**src/rtl/sram_access_ctrl_pkg.sv**
```systemverilog
// Shared types and constants for the MEM-stage SRAM sequencer.
// Optional build macro: SRAM_ALIGN_CHECK_EN (adds misalign_err).
package arm_mem_pkg;

    typedef enum logic [1:0] {
        IDLE,
        LOW,
        HIGH,
        DONE
    } sram_state_t;

    localparam int SRAM_ADDR_W = 18;
    localparam int SRAM_DATA_W = 16;

    localparam logic [31:0] DEFAULT_DATA_BASE = 32'd1024;

endpackage

```
**src/rtl/sram_access_ctrl_if.sv**
```systemverilog
// MEM-stage request bundle plus the SRAM pad-side signals.
// Optional build macro: SRAM_ALIGN_CHECK_EN (adds misalign_err).
interface sram_access_ctrl_if
    import arm_mem_pkg::*;
();

    logic                   rd_en;
    logic                   wr_en;
    logic [31:0]            address;
    logic [31:0]            write_data;
    logic [31:0]            read_data;
    logic                   ready;
    logic [SRAM_ADDR_W-1:0] sram_addr;
    logic [SRAM_DATA_W-1:0] sram_dq_out;
    logic [SRAM_DATA_W-1:0] sram_dq_in;
    logic                   sram_dq_oe;
    logic                   sram_we_n;
`ifdef SRAM_ALIGN_CHECK_EN
    logic                   misalign_err;
`endif

    modport master (
        output rd_en,
        output wr_en,
        output address,
        output write_data,
        output sram_dq_in,
        input  read_data,
        input  ready,
        input  sram_addr,
        input  sram_dq_out,
        input  sram_dq_oe,
`ifdef SRAM_ALIGN_CHECK_EN
        input  misalign_err,
`endif
        input  sram_we_n
    );

    modport slave (
        input  rd_en,
        input  wr_en,
        input  address,
        input  write_data,
        input  sram_dq_in,
        output read_data,
        output ready,
        output sram_addr,
        output sram_dq_out,
        output sram_dq_oe,
`ifdef SRAM_ALIGN_CHECK_EN
        output misalign_err,
`endif
        output sram_we_n
    );

endinterface

```
**src/rtl/sram_access_ctrl_wait_timer.sv**
```systemverilog
// Per-phase wait counter; last flags the final cycle of a phase.
// Optional build macro: SRAM_ALIGN_CHECK_EN (unused here).
module sram_wait_timer #(
    parameter int WAIT_CYCLES = 5
) (
    input  logic clk,
    input  logic rst,
    input  logic clr,
    input  logic en,
    output logic last
);

    logic [3:0] count;

    // Count phase cycles; clear has priority over enable.
    always_ff @(posedge clk or negedge rst) begin
        if (!rst) begin
            count <= 4'd0;
        end else if (clr) begin
            count <= 4'd0;
        end else if (en) begin
            count <= count + 4'd1;
        end
    end

    assign last = (count == 4'(WAIT_CYCLES - 1));

endmodule

```
**src/rtl/sram_access_ctrl.sv**
```systemverilog
// Splits one 32-bit MEM access into two timed 16-bit SRAM cycles.
// Optional build macro: SRAM_ALIGN_CHECK_EN (misaligned access trap).
module sram_access_ctrl
    import arm_mem_pkg::*;
#(
    parameter int          WAIT_CYCLES = 5,
    parameter logic [31:0] DATA_BASE   = DEFAULT_DATA_BASE
) (
    input logic               clk,
    input logic               rst,
    sram_access_ctrl_if.slave bus
);

    sram_state_t state;
    sram_state_t state_nxt;

    logic        op_wr;
    logic [31:0] op_addr;
    logic [31:0] op_wdata;
    logic        req;
    logic        last;
    logic        in_phase;
    logic        misalign;
    logic [16:0] word;
    logic [31:0] rdata;

    assign req      = bus.rd_en | bus.wr_en;
    assign in_phase = (state == LOW) || (state == HIGH);
    assign word     = 17'((op_addr - DATA_BASE) >> 2);

`ifdef SRAM_ALIGN_CHECK_EN
    logic err_q;

    assign misalign = |bus.address[1:0];

    // Sticky flag for any misaligned request seen in IDLE.
    always_ff @(posedge clk or negedge rst) begin
        if (!rst) begin
            err_q <= 1'b0;
        end else if (state == IDLE && req && misalign) begin
            err_q <= 1'b1;
        end
    end

    assign bus.misalign_err = err_q;
`else
    assign misalign = 1'b0;
`endif

    sram_wait_timer #(
        .WAIT_CYCLES(WAIT_CYCLES)
    ) u_timer (
        .clk  (clk),
        .rst  (rst),
        .clr  (!in_phase || last),
        .en   (in_phase),
        .last (last)
    );

    // State register.
    always_ff @(posedge clk or negedge rst) begin
        if (!rst) begin
            state <= IDLE;
        end else begin
            state <= state_nxt;
        end
    end

    // Operands are captured only when a request is accepted in IDLE.
    always_ff @(posedge clk or negedge rst) begin
        if (!rst) begin
            op_wr    <= 1'b0;
            op_addr  <= 32'd0;
            op_wdata <= 32'd0;
        end else if (state == IDLE && req) begin
            op_wr    <= bus.wr_en;
            op_addr  <= bus.address;
            op_wdata <= bus.write_data;
        end
    end

    // Next-state logic.
    always_comb begin
        state_nxt = state;
        unique case (state)
            IDLE: begin
                if (req) begin
                    state_nxt = misalign ? DONE : LOW;
                end
            end
            LOW: begin
                if (last) begin
                    state_nxt = HIGH;
                end
            end
            HIGH: begin
                if (last) begin
                    state_nxt = DONE;
                end
            end
            DONE: begin
                state_nxt = IDLE;
            end
            default: begin
                state_nxt = IDLE;
            end
        endcase
    end

    // SRAM pins decode from registered state and latched operands only.
    always_comb begin
        bus.sram_addr   = '0;
        bus.sram_dq_out = '0;
        bus.sram_dq_oe  = 1'b0;
        bus.sram_we_n   = 1'b1;
        if (in_phase) begin
            bus.sram_addr = {word, state == HIGH};
            if (op_wr) begin
                bus.sram_dq_out = (state == HIGH) ? op_wdata[31:16]
                                                  : op_wdata[15:0];
                bus.sram_dq_oe  = 1'b1;
                bus.sram_we_n   = last;
            end
        end
    end

    // Capture each read halfword on the final cycle of its phase.
    always_ff @(posedge clk or negedge rst) begin
        if (!rst) begin
            rdata <= 32'd0;
        end else if (in_phase && !op_wr && last) begin
            if (state == HIGH) begin
                rdata[31:16] <= bus.sram_dq_in;
            end else begin
                rdata[15:0] <= bus.sram_dq_in;
            end
        end
    end

    assign bus.read_data = rdata;
    assign bus.ready     = !((state == IDLE && req) || in_phase);

endmodule

```
**src/flat_wrapper.sv**
```systemverilog
// flat-port wrapper written by rule: the top's interface ports become plain ports
module sram_access_ctrl_flat import arm_mem_pkg::*;
#(
    parameter int          WAIT_CYCLES = 5,
    parameter logic [31:0] DATA_BASE   = DEFAULT_DATA_BASE
)
  (clk, rst, bus_rd_en, bus_wr_en, bus_address, bus_write_data, bus_sram_dq_in, bus_read_data, bus_ready, bus_sram_addr, bus_sram_dq_out, bus_sram_dq_oe, bus_sram_we_n);
  sram_access_ctrl_if bus_i ();
  input logic clk;
  input logic rst;
  input wire logic [$bits(bus_i.rd_en)-1:0] bus_rd_en;
  input wire logic [$bits(bus_i.wr_en)-1:0] bus_wr_en;
  input wire logic [$bits(bus_i.address)-1:0] bus_address;
  input wire logic [$bits(bus_i.write_data)-1:0] bus_write_data;
  input wire logic [$bits(bus_i.sram_dq_in)-1:0] bus_sram_dq_in;
  output wire logic [$bits(bus_i.read_data)-1:0] bus_read_data;
  output wire logic [$bits(bus_i.ready)-1:0] bus_ready;
  output wire logic [$bits(bus_i.sram_addr)-1:0] bus_sram_addr;
  output wire logic [$bits(bus_i.sram_dq_out)-1:0] bus_sram_dq_out;
  output wire logic [$bits(bus_i.sram_dq_oe)-1:0] bus_sram_dq_oe;
  output wire logic [$bits(bus_i.sram_we_n)-1:0] bus_sram_we_n;
  assign bus_i.rd_en = bus_rd_en;
  assign bus_i.wr_en = bus_wr_en;
  assign bus_i.address = bus_address;
  assign bus_i.write_data = bus_write_data;
  assign bus_i.sram_dq_in = bus_sram_dq_in;
  assign bus_read_data = bus_i.read_data;
  assign bus_ready = bus_i.ready;
  assign bus_sram_addr = bus_i.sram_addr;
  assign bus_sram_dq_out = bus_i.sram_dq_out;
  assign bus_sram_dq_oe = bus_i.sram_dq_oe;
  assign bus_sram_we_n = bus_i.sram_we_n;
  sram_access_ctrl #(.WAIT_CYCLES(WAIT_CYCLES), .DATA_BASE(DATA_BASE)) u_core (.clk(clk), .rst(rst), .bus(bus_i));
endmodule
```
**config.mk**
```make
export PLATFORM = sky130hd
export DESIGN_NAME = sram_access_ctrl_flat
export DESIGN_NICKNAME = d
export VERILOG_FILES = /design/src/rtl/sram_access_ctrl_pkg.sv /design/src/rtl/sram_access_ctrl_if.sv /design/src/rtl/sram_access_ctrl_wait_timer.sv /design/src/rtl/sram_access_ctrl.sv /design/src/flat_wrapper.sv
export SDC_FILE = /design/constraint.sdc
export NUM_CORES = 1
export LEC_CHECK = 0
export BUFFER_PORTS_ARGS = -buffer_cell sky130_fd_sc_hd__buf_4
export CELL_PAD_IN_SITES_DETAIL_PLACEMENT = 1
export CELL_PAD_IN_SITES_GLOBAL_PLACEMENT = 1
export CORE_UTILIZATION = 42
export CTS_BUF_LIST = sky130_fd_sc_hd__clkbuf_8
export DETAILED_ROUTE_END_ITERATION = 8
export PLACE_DENSITY = 0.85
export SKIP_LAST_GASP = 1
export SLEW_MARGIN = 15
export SYNTH_ARGS = -nofsm -noshare
export SYNTH_HDL_FRONTEND = slang
export SYNTH_SLANG_ARGS = --single-unit
```
**constraint.sdc**
```tcl
create_clock -name clk -period 2.9 [get_ports clk]
set_input_delay 0.58 -clock clk [delete_from_list [all_inputs] [get_ports clk]]
set_output_delay 0.58 -clock clk [all_outputs]
set_load 0.005 [all_outputs]
```
==> impl_metrics.toml, run 1 <==
[pwr]
p_int_mw = 4.121
pwr-share-clk_pct = 15.8
switching_power_mw = 2.037
p_leak_nw = 2.550
power_density_nw_per_um2 = 1154
comb_power_share_pct = 47.8
swShare_pct = 33.07
peakVddDrop_mv = 0.4672
finalPower_mw = 6.158
pwr-share-seq_pct = 36.4

[floorplanning]
die_area_um2 = 9781
io_pins = 153
num_rows = 34
die_h_um = 98.90
start_util_pct = 44.36
coreArea_um2 = 8891
die-width_um = 98.90

[synthesis]
synth-simple-area-share_pct = 8.058
synth_top_area_share_pct = 55.84
synth-xor-area-share_pct = 1.110
synth_fp_nets = 379
synthMuxAreaShare_pct = 28.93
synth-compound-area-share_pct = 1.364
ys_ff_latch = 88
ys_warn_count = 0
yosysTopAreaCell = "dfrtp_1"
synth.distinct_cells = 37
ys_seq_area_share_pct = 55.84
syn_area_per_cell_um2 = 13.65
syn_inst = 289
synth_top_family_by_area = "multiplexers"
syn-cell-area_um2 = 3944
synth_area_leaders = "dfrtp_1 (56%), mux2_2 (21%), mux2i_1 (4.6%)"
synth_fa_ha_area_share_pct = 1.904

[place]
pre_cts_ws_ps = 714.9
gp_congestion = 0.7074
dp_hpwl_mm = 7.222
port_buffers = 137
place_area_um2 = 5106

[routing]
wl_per_cell_um = 17.66
first_iter_violations = 67
vias = 2770
postRouteAntennaNets = 0
vias_per_cell = 5.083
drc = 0
first_pass_iters = 4
routed_wl_mm = 9.624

[sta]
fmax_ghz = 0.3932
tightest_slew_ps = 613.3
rsz0062_at_grt = "no"
finalSetupViolCount = 0
finalHoldViolCount = 0
tns_ps = 0
post-route-period-util_pct = 87.71
max_slew_margin_pct = 59.01
finalMaxSlewViolations = 0
timing.final.ws_setup_ps = 356.5
clock_skew_ps = 12.99
period_needed_ps = 2544
holdWs_ps = 208.2

[critical_path]
arrival_ps = 1960
end_kind = "output port"
critPathMaxStageDelay_ps = 550
start_kind = "flop"
cp_slowest_cell = "or4_4"
crit_type = "reg2out"
required_ps = 2320
path_cells = "or4_4 -> nor4_1 -> mux2i_1 -> buf_4"
path_max_fanout = 5

[finish]
multiInputGateArea_um2 = 1643
nFillCells = 925
final_common_cell = "buf_4"
seq_area_um2 = 2202
drive_gt1_share_pct = 56.52
area_growth_pct = 35.28
antenna_cells = 0
final_area_um2 = 5335
fin_nets = 522
layout_common_cells = "buf_4 (146), dfrtp_1 (88), mux2_2 (72)"

[clock_tree]
clkSlewWorstSetupHoldPaths_ps = 100
cts-root-buf = "clkbuf_8"
post_cts_buffers = 0
tritoncts = "yes"
htreeDepth = 3
cts_buffers = 9
clk_latency_ps = 350
cts_resized = 0
clock_path_buffers = 2
cts_sinks = 88
postCtsHoldBufs = 0

[job]
max-cap-violations = 0

[grt]
grt_pass1_vias = 3163
grtUsageTotal_pct = 21.06
grt_max_degree = 45
overflow = 0
grt_first_pass_wirelength_mm = 15.88
antenna_found_initial = 0

[worst_hold_path]
hp-class = "in2async"

[run_status]
status = "finished, final reports clean"
## synth_stat cells, drive strengths merged
library cell and n:
inv 8, and4b 1, clkbuf 4, xnor2 1, nand3b 1, nor4 2
and3b 1, nand3 3, nor2 22, nand2b 2, nor3 1, or4 2
dfrtp 88, mux2 82, nor3b 1, or3 2, nand2 7, nor2b 3
o21ai 2, a21boi 2, o2bb2ai 1, a211oi 1, xor2 4, ha 6
mux2i 18, and2 11, o31ai 1, buf 10, and3 1, a21oi 1
## path summary, 6_finish.rpt
path / startpoint / to / slack [ps] / cells past startpoint
setup / recovery: u_core.op_addr[13] / bus_sram_addr[17] / 360 / 4
hold / removal: rst / u_core.bus.read_data[28] / 210 / 1
setup reg to reg: u_core.state[1] / u_core.bus.read_data[19] / 900 / 6
hold reg to reg: u_core.u_timer.count[0] / u_core.u_timer.count[0] / 510 / 1
max in group asynchronous: rst / u_core.op_addr[8] / 1950 / 2
min in group clk: bus_write_data[2] / u_core.op_wdata[2] / 450 / 2
## routing by layer
| layer | track usage, % | routed length [um] |
|---|---|---|
| met3 | 6.099 | 581 |
| met1 | 24.04 | 3724 |
| met5 | 0 | 0 |
| met2 | 37.60 | 5098 |
| met4 | 7.348 | 220 |
## through the flow
step / std cells / util (%)
final: 545 / 60.01
after global routing: 545 / 60.01
after CTS: 545 / 60.01
after detailed placement: 529 / 57.43
after global placement: 529 / 57.43
after floorplan: 289 / -
## state kept, by name (all words and copies together) (netlist names)
register	cells
u_core.op_addr	17
u_core.state	2
u_core.op_wdata	32
u_core.u_timer.count	4
u_core.op_wr	1
u_core.bus.read_data	32
## final cells by class
class	instances	share of cell area (%)
Multi-Input combinational cell	179	30.79
Timing Repair Buffer	146	20.54
Sequential cell	88	41.28
Inverter	8	0.5629
Tap cell	108	2.533
Clock inverter	6	1.712
Clock buffer	10	2.580
## power groups by stage
stage | logic, mW | registers (mW) | clock network, mW
after global routing | 3.21 | 2.33 | 1.03
after CTS | 3.02 | 2.25 | 0.986
after detailed placement | 3.00 | 2.27 | 0
after floorplan | 1.64 | 2.18 | 0
final | 2.94 | 2.24 | 0.970
after global placement | 2.89 | 2.21 | 0
## critical path, delay by kind of cell (launching register included)
kind	cells	cell delay, ps
buf+inv	1	130
flops	1	430
mux	1	230
simple gates	2	830
## logic make-up (layout without fill, tap and decap cells)
family,count (synthesis),in the layout
DFF,88,88
and+or+nand+nor,60,60
muxes,100,100
buffers and inverters,22,170
AOI/OAI and AO/OA,8,8
adders and majority gates,6,6
xor gates and xnor gates,5,5
(Power assumes the default switching activity.)
==> run 2: changes to the inputs <==
--- a/config.mk
+++ b/config.mk
@@ -10,7 +10,9 @@
 export CELL_PAD_IN_SITES_GLOBAL_PLACEMENT = 1
 export CORE_UTILIZATION = 42
 export CTS_BUF_LIST = sky130_fd_sc_hd__clkbuf_8
+export CTS_CLUSTER_SIZE = 40
 export DETAILED_ROUTE_END_ITERATION = 8
+export MAX_ROUTING_LAYER = met4
 export PLACE_DENSITY = 0.85
 export SKIP_LAST_GASP = 1
 export SLEW_MARGIN = 15
==> impl_metrics.toml, run 2 (synthesis gave the netlist of run 1 again) <==
[run_status]
status = "finished, final reports clean"

[routing]
routed_wl_mm = 9.637
vias = 2752
postRouteAntennaNets = 0
drc = 0
wl_per_cell_um = 17.68
first_pass_iters = 4
first_iter_violations = 65
vias_per_cell = 5.050

[job]
max-cap-violations = 0

[floorplanning]
num_rows = 34
die_area_um2 = 9781
die-width_um = 98.90
coreArea_um2 = 8891
io_pins = 153
start_util_pct = 44.36
die_h_um = 98.90

[place]
dp_hpwl_mm = 7.222
port_buffers = 137
place_area_um2 = 5106
gp_congestion = 0.7154

[finish]
layout_common_cells = "buf_4 (146), dfrtp_1 (88), mux2_2 (72)"
antenna_cells = 0
final_common_cell = "buf_4"
fin_nets = 522
final_area_um2 = 5335
nFillCells = 925
area_growth_pct = 35.28
drive_gt1_share_pct = 56.52

[critical_path]
crit_type = "reg2out"
arrival_ps = 1960
rr_startpoint = "u_core.state[1]"
critPathMaxStageDelay_ps = 550
path_cells = "or4_4 -> nor4_1 -> mux2i_1 -> buf_4"
reg2reg_depth = 6
required_ps = 2320
start_kind = "flop"
r2r_end = "u_core.bus.read_data[19]"
rrSetupSlack_ps = 900
crit_buf_inv = 1
path_max_fanout = 5
cp_slowest_cell = "or4_4"
cp_top_family = "simple AND/OR/NAND/NOR gates"
end_kind = "output port"

[sta]
max_slew_margin_pct = 58.83
clock_skew_ps = 11.84
tightest_slew_ps = 616.0
tns_ps = 0
rsz0062_at_grt = "no"
finalMaxSlewViolations = 0
fmax_ghz = 0.3933
post-route-period-util_pct = 87.69
period_needed_ps = 2543
finalHoldViolCount = 0
finalSetupViolCount = 0

[clock_tree]
htreeDepth = 3
cts-root-buf = "clkbuf_8"
clkSlewWorstSetupHoldPaths_ps = 100
clock_path_buffers = 2
postCtsHoldBufs = 0
clk_latency_ps = 350
cts_resized = 0
cts_sinks = 88
cts_buffers = 9
post_cts_buffers = 0
tritoncts = "yes"

[grt]
overflow = 0
grtUsageTotal_pct = 21.73
antenna_found_initial = 0
grt_pass1_vias = 3193
grt_max_degree = 45
grt_first_pass_wirelength_mm = 15.83

[pwr]
power_density_nw_per_um2 = 1154
p_leak_nw = 2.550
peakVddDrop_mv = 0.4671

[worst_hold_path]
hp-class = "in2async"
[run 2: cell counts in the layout (fill, tap and decap cells not counted)]
Identical to the previous run, type by type.
[run 2: how the worst max path moves through the flow]
stage / from / endpoint / slack [ps] / depth (start not counted)
6_report: u_core.op_addr[13] / bus_sram_addr[17] / 360 / 4
5_1_grt: u_core.op_addr[15] / bus_sram_addr[17] / 190 / 4
4_1_cts: u_core.op_addr[13] / bus_sram_addr[17] / 310 / 4
3_5_place_dp: u_core.op_addr[13] / bus_sram_addr[17] / 710 / 4
3_3_place_gp: u_core.op_addr[13] / bus_sram_addr[17] / 730 / 4
2_1_floorplan: u_core.state[0] / bus_sram_dq_out[10] / 880 / 6
[run 2: power by group]
part | leakage, nW | total, mW | switching (mW) | internal (mW)
logic | 1.40 | 2.95 | 1.19 | 1.76
clock network | 0.117 | 0.963 | 0.450 | 0.514
registers | 1.04 | 2.24 | 0.390 | 1.85
[run 2: worst register-to-register path, stage by stage, from the launching register on]
cell,delay (ps)
dfrtp_1,380
inv_1,70
ha_1,290
buf_4,250
and4b_1,220
buf_4,290
mux2_2,380
[run 2: area by class of cell]
| cell class | instances | area (um^2) | share of cell area, % |
|---|---|---|---|
| clock inverter | 6 | 91.34 | 1.712 |
| tap | 108 | 135.1 | 2.533 |
| clock buffer | 10 | 137.6 | 2.580 |
| inverter | 8 | 30.03 | 0.5629 |
| multi-input combinational | 179 | 1643 | 30.79 |
| timing repair buffer | 146 | 1096 | 20.54 |
| sequential | 88 | 2202 | 41.28 |
[run 2: metal layers]
metal	routed length (um)	share of wire, %	track usage [%]
met5	0	0	-
met4	214	2.2	7.348
met3	519	5.4	5.319
met2	5090	53	37.55
met1	3812	40	24.64
[run 2: metrics by stage]
stage          power (mW)  setup slack, ps  std cells  hold WS, ps  utilization (%)
2_1_floorplan       3.815            877.2        289        284.4                -
3_3_place_gp        5.101            733.2        529        472.6            57.43
3_5_place_dp        5.268            714.9        529        483.6            57.43
4_1_cts             6.254            314.2        545        223.3            60.01
5_1_grt             6.576            190.1        545        254.9            60.01
6_report            6.155            357.1        545        209.9            60.01
